==> src/rtl/pipelined_config_tree_adder.sv <==
// Pipelined configurable-precision adder tree: one register per tree level, valid/ready on both sides.
// Optional running-total accumulator in the last stage when CFG_TREE_ACCUM_EN is defined.
module pipelined_config_tree_adder #(
    parameter int unsigned P             = 16,
    parameter int unsigned INPUTS_AMOUNT = 8,
    parameter int unsigned OUT_W         = 32
) (
    input  logic                    clk,
    input  logic                    rst,
    input  logic                    in_valid,
    output logic                    in_ready,
    input  logic [1:0]              mode,
    input  logic [P-1:0]            inputs [INPUTS_AMOUNT],
`ifdef CFG_TREE_ACCUM_EN
    input  logic                    in_first,
`endif
    output logic                    out_valid,
    input  logic                    out_ready,
    output logic signed [OUT_W-1:0] out
);

    localparam int unsigned LEVELS  = $clog2(INPUTS_AMOUNT);
    localparam int unsigned NODES   = INPUTS_AMOUNT - 1;
    localparam int unsigned ROOT    = NODES - 1;
    localparam int unsigned HALF    = P / 2;
    localparam int unsigned QUARTER = P / 4;

    // Node storage is a flat heap: level l occupies INPUTS_AMOUNT>>(l+1) slots starting here.
    function automatic int unsigned level_base(input int unsigned l);
        return INPUTS_AMOUNT - (INPUTS_AMOUNT >> l);
    endfunction

    // Sign-extend every packed lane of one word and sum the lanes.
    function automatic logic signed [OUT_W-1:0] unpack_word(input logic [P-1:0] w,
                                                            input logic [1:0]   m);
        logic signed [OUT_W-1:0] s;
        s = '0;
        case (m)
            2'b01: begin
                for (int unsigned j = 0; j < 2; j++)
                    s = s + OUT_W'($signed(w[j*HALF +: HALF]));
            end
            2'b10: begin
                for (int unsigned j = 0; j < 4; j++)
                    s = s + OUT_W'($signed(w[j*QUARTER +: QUARTER]));
            end
            default: s = OUT_W'($signed(w));
        endcase
        return s;
    endfunction

    logic signed [OUT_W-1:0] word_val [INPUTS_AMOUNT];
    logic signed [OUT_W-1:0] node_c   [NODES];
    logic signed [OUT_W-1:0] node_q   [NODES];
    logic [LEVELS-1:0]       valid_q;
    logic [LEVELS-1:0]       stage_vin;
    logic                    advance;

    assign in_ready  = out_ready || !out_valid;
    assign advance   = in_ready;
    assign out_valid = valid_q[LEVELS-1];
    assign out       = node_q[ROOT];

    always_comb begin
        for (int unsigned k = 0; k < INPUTS_AMOUNT; k++)
            word_val[k] = unpack_word(inputs[k], mode);
    end

    // Adders feeding every tree register; level 0 reads the unpacked words.
    always_comb begin
        for (int unsigned k = 0; k < NODES; k++)
            node_c[k] = '0;
        for (int unsigned i = 0; i < INPUTS_AMOUNT / 2; i++)
            node_c[i] = word_val[2*i] + word_val[2*i+1];
        for (int unsigned l = 1; l < LEVELS; l++) begin
            for (int unsigned i = 0; i < (INPUTS_AMOUNT >> (l + 1)); i++)
                node_c[level_base(l) + i] = node_q[level_base(l - 1) + 2*i]
                                          + node_q[level_base(l - 1) + 2*i + 1];
        end
    end

    always_comb begin
        stage_vin    = '0;
        stage_vin[0] = in_valid;
        for (int unsigned l = 1; l < LEVELS; l++)
            stage_vin[l] = valid_q[l-1];
    end

`ifdef CFG_TREE_ACCUM_EN
    logic [LEVELS-1:0] first_q;
    logic [LEVELS-1:0] stage_first;

    always_comb begin
        stage_first    = '0;
        stage_first[0] = in_first;
        for (int unsigned l = 1; l < LEVELS; l++)
            stage_first[l] = first_q[l-1];
    end
`endif

    // Global stall: every level moves together whenever the output side can take a result.
    always_ff @(posedge clk) begin
        if (rst) begin
            valid_q <= '0;
            for (int unsigned k = 0; k < NODES; k++)
                node_q[k] <= '0;
`ifdef CFG_TREE_ACCUM_EN
            first_q <= '0;
`endif
        end else if (advance) begin
            valid_q <= stage_vin;
            for (int unsigned k = 0; k < ROOT; k++)
                node_q[k] <= node_c[k];
`ifdef CFG_TREE_ACCUM_EN
            first_q <= stage_first;
            // Root doubles as the accumulator; bubbles leave the running total untouched.
            if (stage_vin[LEVELS-1])
                node_q[ROOT] <= stage_first[LEVELS-1] ? node_c[ROOT]
                                                      : node_q[ROOT] + node_c[ROOT];
`else
            node_q[ROOT] <= node_c[ROOT];
`endif
        end
    end

endmodule

==> config.mk <==
export PLATFORM = sky130hd
export DESIGN_NAME = pipelined_config_tree_adder
export DESIGN_NICKNAME = d
export VERILOG_FILES = /design/src/rtl/pipelined_config_tree_adder.sv
export SDC_FILE = /design/constraint.sdc
export NUM_CORES = 1
export LEC_CHECK = 0
export BUFFER_PORTS_ARGS = -buffer_cell sky130_fd_sc_hd__buf_2
export CAP_MARGIN = 10
export CORE_ASPECT_RATIO = 1.75
export CORE_MARGIN = 10
export CORE_UTILIZATION = 38
export CTS_BUF_LIST = sky130_fd_sc_hd__clkbuf_8
export CTS_CLUSTER_DIAMETER = 80
export CTS_CLUSTER_SIZE = 16
export DETAILED_ROUTE_END_ITERATION = 8
export GPL_TIMING_DRIVEN = 0
export PLACE_DENSITY_LB_ADDON = 0.2
export SYNTH_ARGS = -nofsm -noshare
export SYNTH_HDL_FRONTEND = slang
export SYNTH_SLANG_ARGS = --single-unit
==> constraint.sdc <==
create_clock -name clk -period 11.2 [get_ports clk]
set_input_delay 1.68 -clock clk [delete_from_list [all_inputs] [get_ports clk]]
set_output_delay 1.68 -clock clk [all_outputs]
set_load 0.005 [all_outputs]
==> results of run 1 <==
==> Yosys cell counts (47+ instances only) <==
cell	count	area [um2]
clkbuf_1	70	262.8
xor2_1	47	411.6
edfxtp_1	224	6726
o21ai_0	100	500.5
ha_1	271	3391
nor2_1	194	728.2
xnor2_1	99	867.1
nor3_1	73	365.4
inv_1	269	1010
nand2_1	82	307.8
fa_1	95	1902
a21o_1	98	735.7
a21oi_1	273	1366
==> cell type report <==
type                            count  area, um2  area share, %
Buffer                            120      570.5          2.238
Timing Repair Buffer              172      943.4          3.701
Antenna cell                        1      2.502       0.009817
Multi-Input combinational cell   1904      14900          58.44
Clock buffer                       18      247.7         0.9719
Inverter                          269       1010          3.961
Sequential cell                   227       6787          26.62
Clock inverter                      7      40.04         0.1571
Tap cell                          793      992.2          3.892
==> power by group through the flow <==
stage	registers (mW)	logic (mW)	clock network [mW]
global route	1.45	3.28	0.468
floorplan	1.39	2.14	0
finish	1.43	2.95	0.423
CTS	1.44	2.95	0.442
global placement	1.45	2.89	0
detailed placement	1.45	2.93	0
==> flip-flops by register name (all words and copies together) (netlist names) <==
signal and flops:
valid_q 3, node_q 224
==> how the worst max path moves through the flow <==
stage	from	endpoint	slack, ns	depth (start not counted)
after floorplan	inputs[82]	node_q[0][47]	4.34	23
after global placement	inputs[122]	node_q[0][15]	3.32	21
after detailed placement	inputs[122]	node_q[0][15]	3.18	21
after CTS	inputs[122]	node_q[0][15]	3.79	21
after global routing	mode[0]	node_q[0][28]	3.63	19
final	mode[0]	node_q[0][15]	3.88	19
==> worst max-delay path, stage by stage <==
cell and delay, ns:
buf_2 0.11, inv_1 0.05, ha_1 0.15, clkbuf_1 0.66
clkbuf_1 0.76, buf_1 0.82, a22oi_1 0.21, o21ai_0 0.36
ha_1 0.24, a21o_1 0.12, a21oi_1 0.09, o21ai_1 0.19
a2111o_1 0.25, nand3b_1 0.14, and4_1 0.18, nor3_1 0.80
a21o_1 0.28, fa_1 0.41, and2_1 0.15
==> per-stage QoR <==
| stage | setup slack, ns | total power [mW] | instances | hold slack (ns) | cell area, um2 |
|---|---|---|---|---|---|
| after floorplan | 4.338 | 3.529 | 2520 | 0.4321 | 23260 |
| after global placement | 3.322 | 4.341 | 3479 | 0.4471 | 25090 |
| after detailed placement | 3.176 | 4.381 | 3483 | 0.4553 | 25190 |
| after CTS | 3.791 | 4.830 | 3508 | 0.4704 | 25480 |
| after global routing | 3.633 | 5.205 | 3511 | 0.5077 | 25490 |
| final | 3.883 | 4.808 | 3511 | 0.4698 | 25490 |
==> cells by family (layout without fill, tap and decap cells) <==
group                    after synthesis  after routing  synth area share [%]
AO/OA/AOI/OAI                        784            784                 22.29
XOR/XNOR                             146            146                 5.497
adder cells (fa/ha/maj)              366            366                 22.75
buffers and inverters                389            586                 6.793
flip-flops                           227            227                 29.17
multiplexers                          22             22                0.9789
other                                  0              1                     0
AND/OR/NAND/NOR                      586            586                 12.51
==> routing by layer <==
metal | global-route usage (%) | part of all wire (%) | up-vias
met5 | 0 | 0 | -
met4 | 11.16 | 5.8 | 0
met3 | 1.981 | 3.2 | 156
met2 | 39.44 | 53 | 502
met1 | 21.75 | 38 | 9150
li1 | - | - | 9459
==> impl_metrics.yaml, run 1 <==
run_status:
  status: "completed"
power_and_ir_drop:
  leakage_nw: 11.80
  p_clk_share_pct: 8.8
  swShare_pct: 44.80
  power_density_nw_per_um2: 188.6
  p_sw_mw: 2.154
  internal-power_mw: 2.654
  peakVddDrop_uv: 74.34
  seqPwrFrac_pct: 29.7
  p_comb_share_pct: 61.5
setup_path:
  r2r_cells: 7
  critPathMaxFanout: 10
  rr_endpoint: "node_q[0][29]"
  critPathLaunchType: "primary input"
  crit_type: "primary input to register"
  r2r_setup_slack_ns: 7.65
  r2r_start: "valid_q[2]"
  end_kind: "register"
  cp.arrival_ns: 7.64
  critPathRequiredTime_ns: 11.52
synthesis:
  synth-seq-cells: 227
  synth_area_per_cell_um2: 9.231
  synthCells: 2520
  async_flop_share_pct: 0
  yosysUniqueCellTypes: 81
  synth_edf_count: 224
  yosys_warnings: 0
  synthFlopType: "edfxtp_1"
  synth_nets: 3020
  netlist_area_um2: 23260
  ys_seq_area_share_pct: 29.17
grt:
  grt_use_total_pct: 20.66
  antenna_found_initial: 1
  grt_max_degree: 57
  gr-total-overflow: 0
  first_global_vias: 20026
  grt_pass1_wl_um: 116800
layout:
  syn2layout_area_growth_pct: 9.579
  mostFrequentLayoutCells: "inv_1 (273), a21oi_1 (273), ha_1 (271), edfxtp_1 (224), nor2_1 (194)"
  nNetsFinal: 3212
  fin_util_pct: 41.82
  nFillCells: 6178
  drive_above_1_share_pct: 9.606
route:
  detail_route.wl_per_cell_um: 21.97
  first_pass_iters: 5
  num_vias: 19267
  drtIter0Drc: 1096
  via_per_inst: 5.488
  drt_wl_total_um: 77140
  drc: 0
  drt.antenna.violating_nets: 0
timing:
  clock_skew_ns: 0.03275
  finalCritPeriodShare_pct: 65.33
  fin_tns_setup_ns: 0
  setup_violations: 0
  tightest_slew_ns: 1.335
  slew_violations: 0
  slew_headroom_pct: 10.84
  rsz0062_at_grt: "false"
  hold_viol: 0
  fmax_ghz: 0.1367
  period_needed_ns: 7.317
die:
  start_util_pct: 38.16
  die_w_um: 207.0
  core_area_um2: 60960
  core.rowCount: 120
  die_h_um: 347.3
  pin_count: 168
  dieArea_um2: 71900
clock_network:
  htreeDepth: 1
  path_clk_slew_ns: 0.10
  insertion_delay_ns: 0.56
  post_cts_buffers: 0
  cts_made_buffers: 18
  cts_tree: "done"
  ctsResizeCount: 0
  clock_path_buffers: 3
  cts_hold_buffers: 0
  clock-sinks: 227
  clock-root-buffer: "clkbuf_8"
worst_hold_path:
  hold-path-endpoint: "valid_q[2]"
  hp-class: "register to register"
  min_from: "valid_q[1]"
  hold_depth: 2
place:
  io_buffers: 166
  hpwl_um: 65370
  place_congestion: 0.9480
flow_run:
  maxCapViolCount: 0
Note: power is estimated with default switching activity, not from simulation.
==> inputs of run 2 (changes only) <==
--- a/config.mk
+++ b/config.mk
@@ -5,6 +5,7 @@
 export SDC_FILE = /design/constraint.sdc
 export NUM_CORES = 1
 export LEC_CHECK = 0
+export ABC_AREA = 1
 export BUFFER_PORTS_ARGS = -buffer_cell sky130_fd_sc_hd__buf_2
 export CAP_MARGIN = 10
 export CORE_ASPECT_RATIO = 1.75
==> constraint.sdc (replaced) <==
create_clock -name clk -period 6.5 [get_ports clk]
set_input_delay 0.975 -clock clk [delete_from_list [all_inputs] [get_ports clk]]
set_output_delay 0.975 -clock clk [all_outputs]
set_load 0.005 [all_outputs]
==> run 2 against run 1 <==
Compared with the run above:
- wire length rose by 17%
- total power up 78%
- die area increased by 13%
- global-route usage grew 1.3 points
- synthesized cell count grew 54%
- via count increased by 30%
- clock power increased by 81%
- sequential share of layout area decreased by 3.1 points
- hold slack worse by 0.013 ns
- critical path type unchanged
- critical endpoint is now node_q[0][79]
- largest power group unchanged
==> impl_metrics.yaml, run 2 <==
die:
  die_h_um: 369.3
  core_area_um2: 69350
  start_util_pct: 38.20
  die_w_um: 219.6
  dieArea_um2: 81090
  pin_count: 168
  core.rowCount: 128
synthesis:
  synthFlopType: "edfxtp_1"
  synth_nets: 4387
  synth_mux_area_share_pct: 0
  yosysTopAreaCellShare_pct: 25.39
  synth_xor_area_share_pct: 0.2976
  synth-seq-cells: 227
  synth-adder-area-share_pct: 19.98
  synth_area_per_cell_um2: 6.815
  synth.largest_area_cell: "edfxtp_1"
  ys_seq_area_share_pct: 25.62
  synth_common_cells: "nand2_1 (1061), inv_1 (654), nor2_1 (470)"
  yosys_warnings: 0
  synth_top_family_by_area: "simple AND/OR/NAND/NOR gates"
  synth-compound-area-share_pct: 12.84
  synth.area.top_cells: "edfxtp_1 (25%), nand2_1 (15%), ha_1 (13%)"
  synth_edf_count: 224
  async_flop_share_pct: 0
  netlist_area_um2: 26490
  yosysMostFrequentCell: "nand2_1"
  yosys.area_share.simple_pct: 29.75
  synthCells: 3887
  yosysUniqueCellTypes: 44
timing:
  slew_headroom_pct: 15.74
  setup_violations: 0
  tightest_slew_ns: 1.264
  hold_ws_ns: 0.4567
  clock_skew_ns: 0.04226
  slew_violations: 0
  hold_viol: 0
  fmax_ghz: 0.1927
  period_needed_ns: 5.189
  finalCritPeriodShare_pct: 79.83
  rsz0062_at_grt: "false"
  fin_tns_setup_ns: 0
route:
  met2_length_um: 47740
  via_per_inst: 5.016
  drtIter0Drc: 1195
  wl_met1_um: 32650
  highest_layer: "met4"
  drc: 0
  detail_route.wl_per_cell_um: 18.08
  drt_wl_total_um: 90280
  drt.antenna.violating_nets: 0
  num_vias: 25047
  wl_met3_um: 3167
  first_pass_iters: 6
grt:
  gr-total-overflow: 0
  grt_use_total_pct: 22.00
  grt_max_degree: 120
  antenna_found_initial: 1
  first_global_vias: 25241
  grt_pass1_wl_um: 138200
clock_network:
  ctsResizeCount: 0
  htreeDepth: 1
  clock-root-buffer: "clkbuf_8"
  cts_hold_buffers: 0
  clock-sinks: 227
  cts_made_buffers: 18
  insertion_delay_ns: 0.60
  clock_path_buffers: 3
  post_cts_buffers: 0
  cts_tree: "done"
  path_clk_slew_ns: 0.11
layout:
  design_area_um2: 28810
  regMostFlops: "node_q"
  drive_above_1_share_pct: 9.581
  largest_reg_flops: 224
  reg_top3: "node_q (224), valid_q (3)"
  layout_commonest_cell: "nand2_1"
  syn2layout_area_growth_pct: 8.757
  nNetsFinal: 4575
  nFillCells: 7487
  mostFrequentLayoutCells: "nand2_1 (1060), inv_1 (659), nor2_1 (470), a21oi_1 (359), ha_1 (271)"
place:
  io_buffers: 167
  place_congestion: 0.9728
  place_area_um2: 28510
  hpwl_um: 77070
setup_path:
  crit_type: "primary input to register"
  critPathLaunchType: "primary input"
  critPathRequiredTime_ns: 6.82
  cp.arrival_ns: 5.51
  r2r_cells: 12
  rr_endpoint: "node_q[0][156]"
  r2r_setup_slack_ns: 3.90
  critPathMaxFanout: 9
  r2r_start: "node_q[0][32]"
  end_kind: "register"
power_and_ir_drop:
  seqPwrFrac_pct: 28.4
  p_clk_share_pct: 8.9
  p_comb_share_pct: 62.7
  internal-power_mw: 4.329
  leakage_nw: 15.62
  power_density_nw_per_um2: 297.6
  p_sw_mw: 4.244
  swShare_pct: 49.51
  peakVddDrop_uv: 112.8
worst_hold_path:
  min_from: "valid_q[1]"
  hold_depth: 2
  hp-class: "register to register"
  hold-path-endpoint: "valid_q[2]"
flow_run:
  maxCapViolCount: 0
run_status:
  status: "completed"
-- run 2: cell types whose count changed after synthesis, moves of 42 or more --
| cell | previous run | this run |
|---|---|---|
| a21o_1 | 98 | 14 |
| a21oi_1 | 273 | 359 |
| clkbuf_1 | 70 | 17 |
| inv_1 | 269 | 654 |
| nand2_1 | 82 | 1061 |
| nand2_2 | 0 | 42 |
| nand3_1 | 43 | 209 |
| nor2_1 | 194 | 470 |
| nor3_1 | 73 | 11 |
| xnor2_1 | 99 | 3 |
-- run 2: cell families after synthesis --
logic type / after synthesis
AND/OR/NAND/NOR: 1900
buffers and inverters: 766
AO/OA/AOI/OAI: 619
adder cells (fa/ha/maj): 366
flip-flops: 227
XOR/XNOR: 9
-- run 2: layer usage --
layer,track usage [%],vias up
li1,-,12826
met1,21.90,11290
met2,42.44,679
met3,1.807,252
met4,14.09,0
met5,0,-
-- run 2: how the worst max path moves through the flow --
stage / cells past startpoint / start / endpoint / slack (ns)
6_report: 26 / inputs[49] / node_q[0][79] / 1.31
5_1_grt: 26 / inputs[49] / node_q[0][79] / 0.95
4_1_cts: 26 / inputs[97] / node_q[0][15] / 1.35
3_5_place_dp: 26 / inputs[97] / node_q[0][15] / 0.73
3_3_place_gp: 4 / rst / node_q[0][116] / 0.54
2_1_floorplan: 25 / inputs[97] / node_q[0][15] / 1.64
-- run 2: area by class of cell --
type                    instances  area [um2]  share of cell area (%)
repair buffers                168       863.3                   2.997
diodes                          2       5.005                 0.01737
clock inverters                 7       35.03                  0.1216
flip-flops and latches        227        6787                   23.56
inverters                     675        2534                   8.794
plain buffers                  91       518.0                   1.798
multi-input cells            2894       16670                   57.86
clock buffers                  19       261.5                  0.9077
well taps                     910        1139                   3.952
-- run 2: critical path, cell delays in order --
cell	delay, ns
buf_2	0.17
inv_1	0.08
fa_1	0.59
fa_1	0.43
inv_1	0.06
ha_1	0.18
inv_1	0.06
fa_1	0.36
inv_1	0.10
nand2_1	0.06
nand2_1	0.06
nand2_1	0.06
nand2_1	0.07
a21oi_1	0.06
a21oi_1	0.15
a22oi_1	0.10
ha_1	0.44
nand2_1	0.12
nor2_1	0.11
nand2_1	0.06
nand3_1	0.17
nand3_1	0.09
nand2_1	0.31
fa_1	0.48
inv_1	0.10
nor2_1	0.05
-- run 2: power by group through the flow --
stage / clock network, mW / registers [mW] / logic, mW
6_report: 0.764 / 2.43 / 5.38
5_1_grt: 0.837 / 2.47 / 6.10
4_1_cts: 0.795 / 2.44 / 5.38
3_5_place_dp: 0 / 2.48 / 5.35
3_3_place_gp: 0 / 2.48 / 5.32
2_1_floorplan: 0 / 2.36 / 3.79
-- run 2: through the flow --
stage / total power [mW] / instances / utilization [%] / worst slack, ns
floorplan: 6.148 / 3887 / - / 1.640
global placement: 7.797 / 4964 / 41.05 / 0.5418
detailed placement: 7.824 / 4965 / 41.11 / 0.7339
CTS: 8.619 / 4991 / 41.54 / 1.345
global route: 9.413 / 4992 / 41.54 / 0.9468
finish: 8.573 / 4993 / 41.55 / 1.311
==> inputs of run 3 (changes only) <==
==> constraint.sdc (replaced) <==
create_clock -name clk -period 4.6 [get_ports clk]
set_input_delay 0.69 -clock clk [delete_from_list [all_inputs] [get_ports clk]]
set_output_delay 0.69 -clock clk [all_outputs]
set_load 0.005 [all_outputs]
==> run 3 against run 2 <==
Compared with the run above:
- sequential share of layout area is 0.49 points lower
- clock power grew 41%
- first-iteration DRC count fell by 0.42%
- register-to-register slack got worse by 1.9 ns
- critical path depth unchanged
- cell area grew 2.1%
- wire length rose by 0.58%
- final cell count up 0.44%
- setup slack got worse by 1.1 ns
- via count increased by 0.51%
- clock skew up 0.0023 ns
- count of clock-buffer cells in the layout unchanged
==> impl_metrics.yaml, run 3 (synthesis gave the netlist of run 2 again) <==
setup_path:
  critPathLaunchType: "primary input"
  cp-endpoint: "node_q[0][15]"
  worst-path-buf-inv: 7
  cp_common_cell: "inv_1"
  end_kind: "register"
  critPathMaxFanout: 4
  crit_type: "primary input to register"
  r2r_setup_slack_ns: 2.00
  cp_slowest_stage_delay_ns: 0.55
  startpoint: "inputs[121]"
  r2r_cells: 12
  cp.depth: 26
  critPathRequiredTime_ns: 4.90
  r2r_start: "node_q[0][32]"
  worst_path_max_delay_cell: "fa_1"
  rr_endpoint: "node_q[0][156]"
  critPathTopFamily: "adder cells"
  cp.arrival_ns: 4.72
die:
  die_w_um: 219.6
  dieArea_um2: 81090
  die_h_um: 369.3
  core_area_um2: 69350
  start_util_pct: 38.20
  core.rowCount: 128
  pin_count: 168
grt:
  gr-total-overflow: 0
  first_global_vias: 25336
  antenna_found_initial: 1
  grt_pass1_wl_um: 138300
  grt_use_total_pct: 22.02
  grt_max_degree: 120
layout:
  syn2layout_area_growth_pct: 11.05
  nFillCells: 7439
  reg_top3: "node_q (224), valid_q (3)"
  mostFrequentLayoutCells: "nand2_1 (1050), inv_1 (648), nor2_1 (461), a21oi_1 (331), ha_1 (250)"
  regMostFlops: "node_q"
  design_area_um2: 29420
  largest_reg_flops: 224
  drive_above_1_share_pct: 12.43
  nNetsFinal: 4598
  fin_cells: 5015
  layout_commonest_cell: "nand2_1"
timing:
  tightest_slew_ns: 1.257
  finalCritPeriodShare_pct: 96.10
  hold_viol: 0
  rsz0062_at_grt: "true"
  period_needed_ns: 4.420
  slew_headroom_pct: 16.20
  slew_violations: 0
  clock_skew_ns: 0.04460
  fmax_ghz: 0.2262
  setup_violations: 0
route:
  detail_route.wl_per_cell_um: 18.11
  drt_wl_total_um: 90810
  num_vias: 25175
  via_per_inst: 5.020
  drt.antenna.violating_nets: 0
  drtIter0Drc: 1190
  drc: 0
  first_pass_iters: 7
clock_network:
  insertion_delay_ns: 0.60
  htreeDepth: 1
  cts_hold_buffers: 0
  path_clk_slew_ns: 0.10
  cts_tree: "done"
  clock-root-buffer: "clkbuf_8"
  clock-sinks: 227
  cts_made_buffers: 18
  clock_path_buffers: 3
place:
  dp_cells: 4965
  place_congestion: 0.9728
  hpwl_um: 77070
  io_buffers: 167
  place_area_um2: 28510
flow_run:
  maxCapViolCount: 0
power_and_ir_drop:
  total_power_mw: 12.44
  leakage_nw: 15.73
  peakVddDrop_uv: 158.1
  power_density_nw_per_um2: 422.9
worst_hold_path:
  hp-class: "primary input to register"
run_status:
  status: "completed"
## run 3: changes by cell type in the layout (fill, tap and decap cells not counted), sizes merged
| cell | before | now |
|---|---|---|
| buf | 242 | 260 |
| clkbuf | 36 | 41 |
| diode | 2 | 1 |
## run 3: worst register-to-register path: stages, from the launching register on
cell and delay, ns:
edfxtp_1 0.36, ha_1 0.21, inv_1 0.07, fa_1 0.39, inv_1 0.13, nand3_1 0.08
nand3_1 0.15, nand3_1 0.10, nand3_1 0.16, nand2_1 0.11, nand3_1 0.10, nand2_1 0.05
nor2_1 0.44
## run 3: cell type report
| type | instances | area [um2] | share of cell area [%] |
|---|---|---|---|
| multi-input combinational | 2894 | 17090 | 58.10 |
| sequential | 227 | 6787 | 23.07 |
| inverter | 675 | 2534 | 8.613 |
| tap | 910 | 1139 | 3.870 |
| timing repair buffer | 191 | 1049 | 3.564 |
| buffer | 91 | 519.2 | 1.765 |
| clock buffer | 19 | 261.5 | 0.8889 |
| clock inverter | 7 | 35.03 | 0.1191 |
| antenna | 1 | 2.502 | 0.008506 |
## run 3: how the worst min path moves through the flow
stage               cells past startpoint         end        from  slack [ns]
floorplan                               2  valid_q[1]  valid_q[0]        0.44
global placement                        2  valid_q[1]  valid_q[0]        0.45
detailed placement                      2  valid_q[1]  valid_q[0]        0.46
CTS                                     3  valid_q[0]    in_valid        0.32
global route                            3  valid_q[0]    in_valid        0.35
finish                                  3  valid_q[0]    in_valid        0.34
## run 3: metrics by stage
step	setup WS (ns)	setup TNS [ns]	hold WS [ns]	utilization, %
floorplan	0.02463	0	0.4441	-
global placement	-1.073	-261.43	0.4526	41.05
detailed placement	-0.8811	-25.25	0.4601	41.11
CTS	-0.02279	-0.02279	0.3174	41.70
global route	-0.02527	-0.05746	0.3457	42.42
finish	0.1795	0	0.3390	42.42
## run 3: power breakdown
group          switching, mW  internal (mW)
sequential             0.292           3.15
clock                  0.693          0.386
combinational           5.15           2.77
## run 3: repair_timing
item | 4_1_cts | 5_1_grt
gates cloned | 0 | 0
buffers inserted | 8 | 15
hold endpoints to repair | 0 | 0
setup endpoints to repair | 5 | 26
resized for setup | 15 | 105
pin swaps | 9 | 39
## run 3: layer usage
| metal | share of wire [%] | vias up | GRT usage, % |
|---|---|---|---|
| met2 | 53 | 628 | 42.64 |
| met4 | 7.1 | 0 | 13.97 |
| met1 | 36 | 11405 | 21.88 |
| met3 | 3.2 | 257 | 1.741 |
| li1 | - | 12885 | - |
| met5 | 0 | - | 0 |
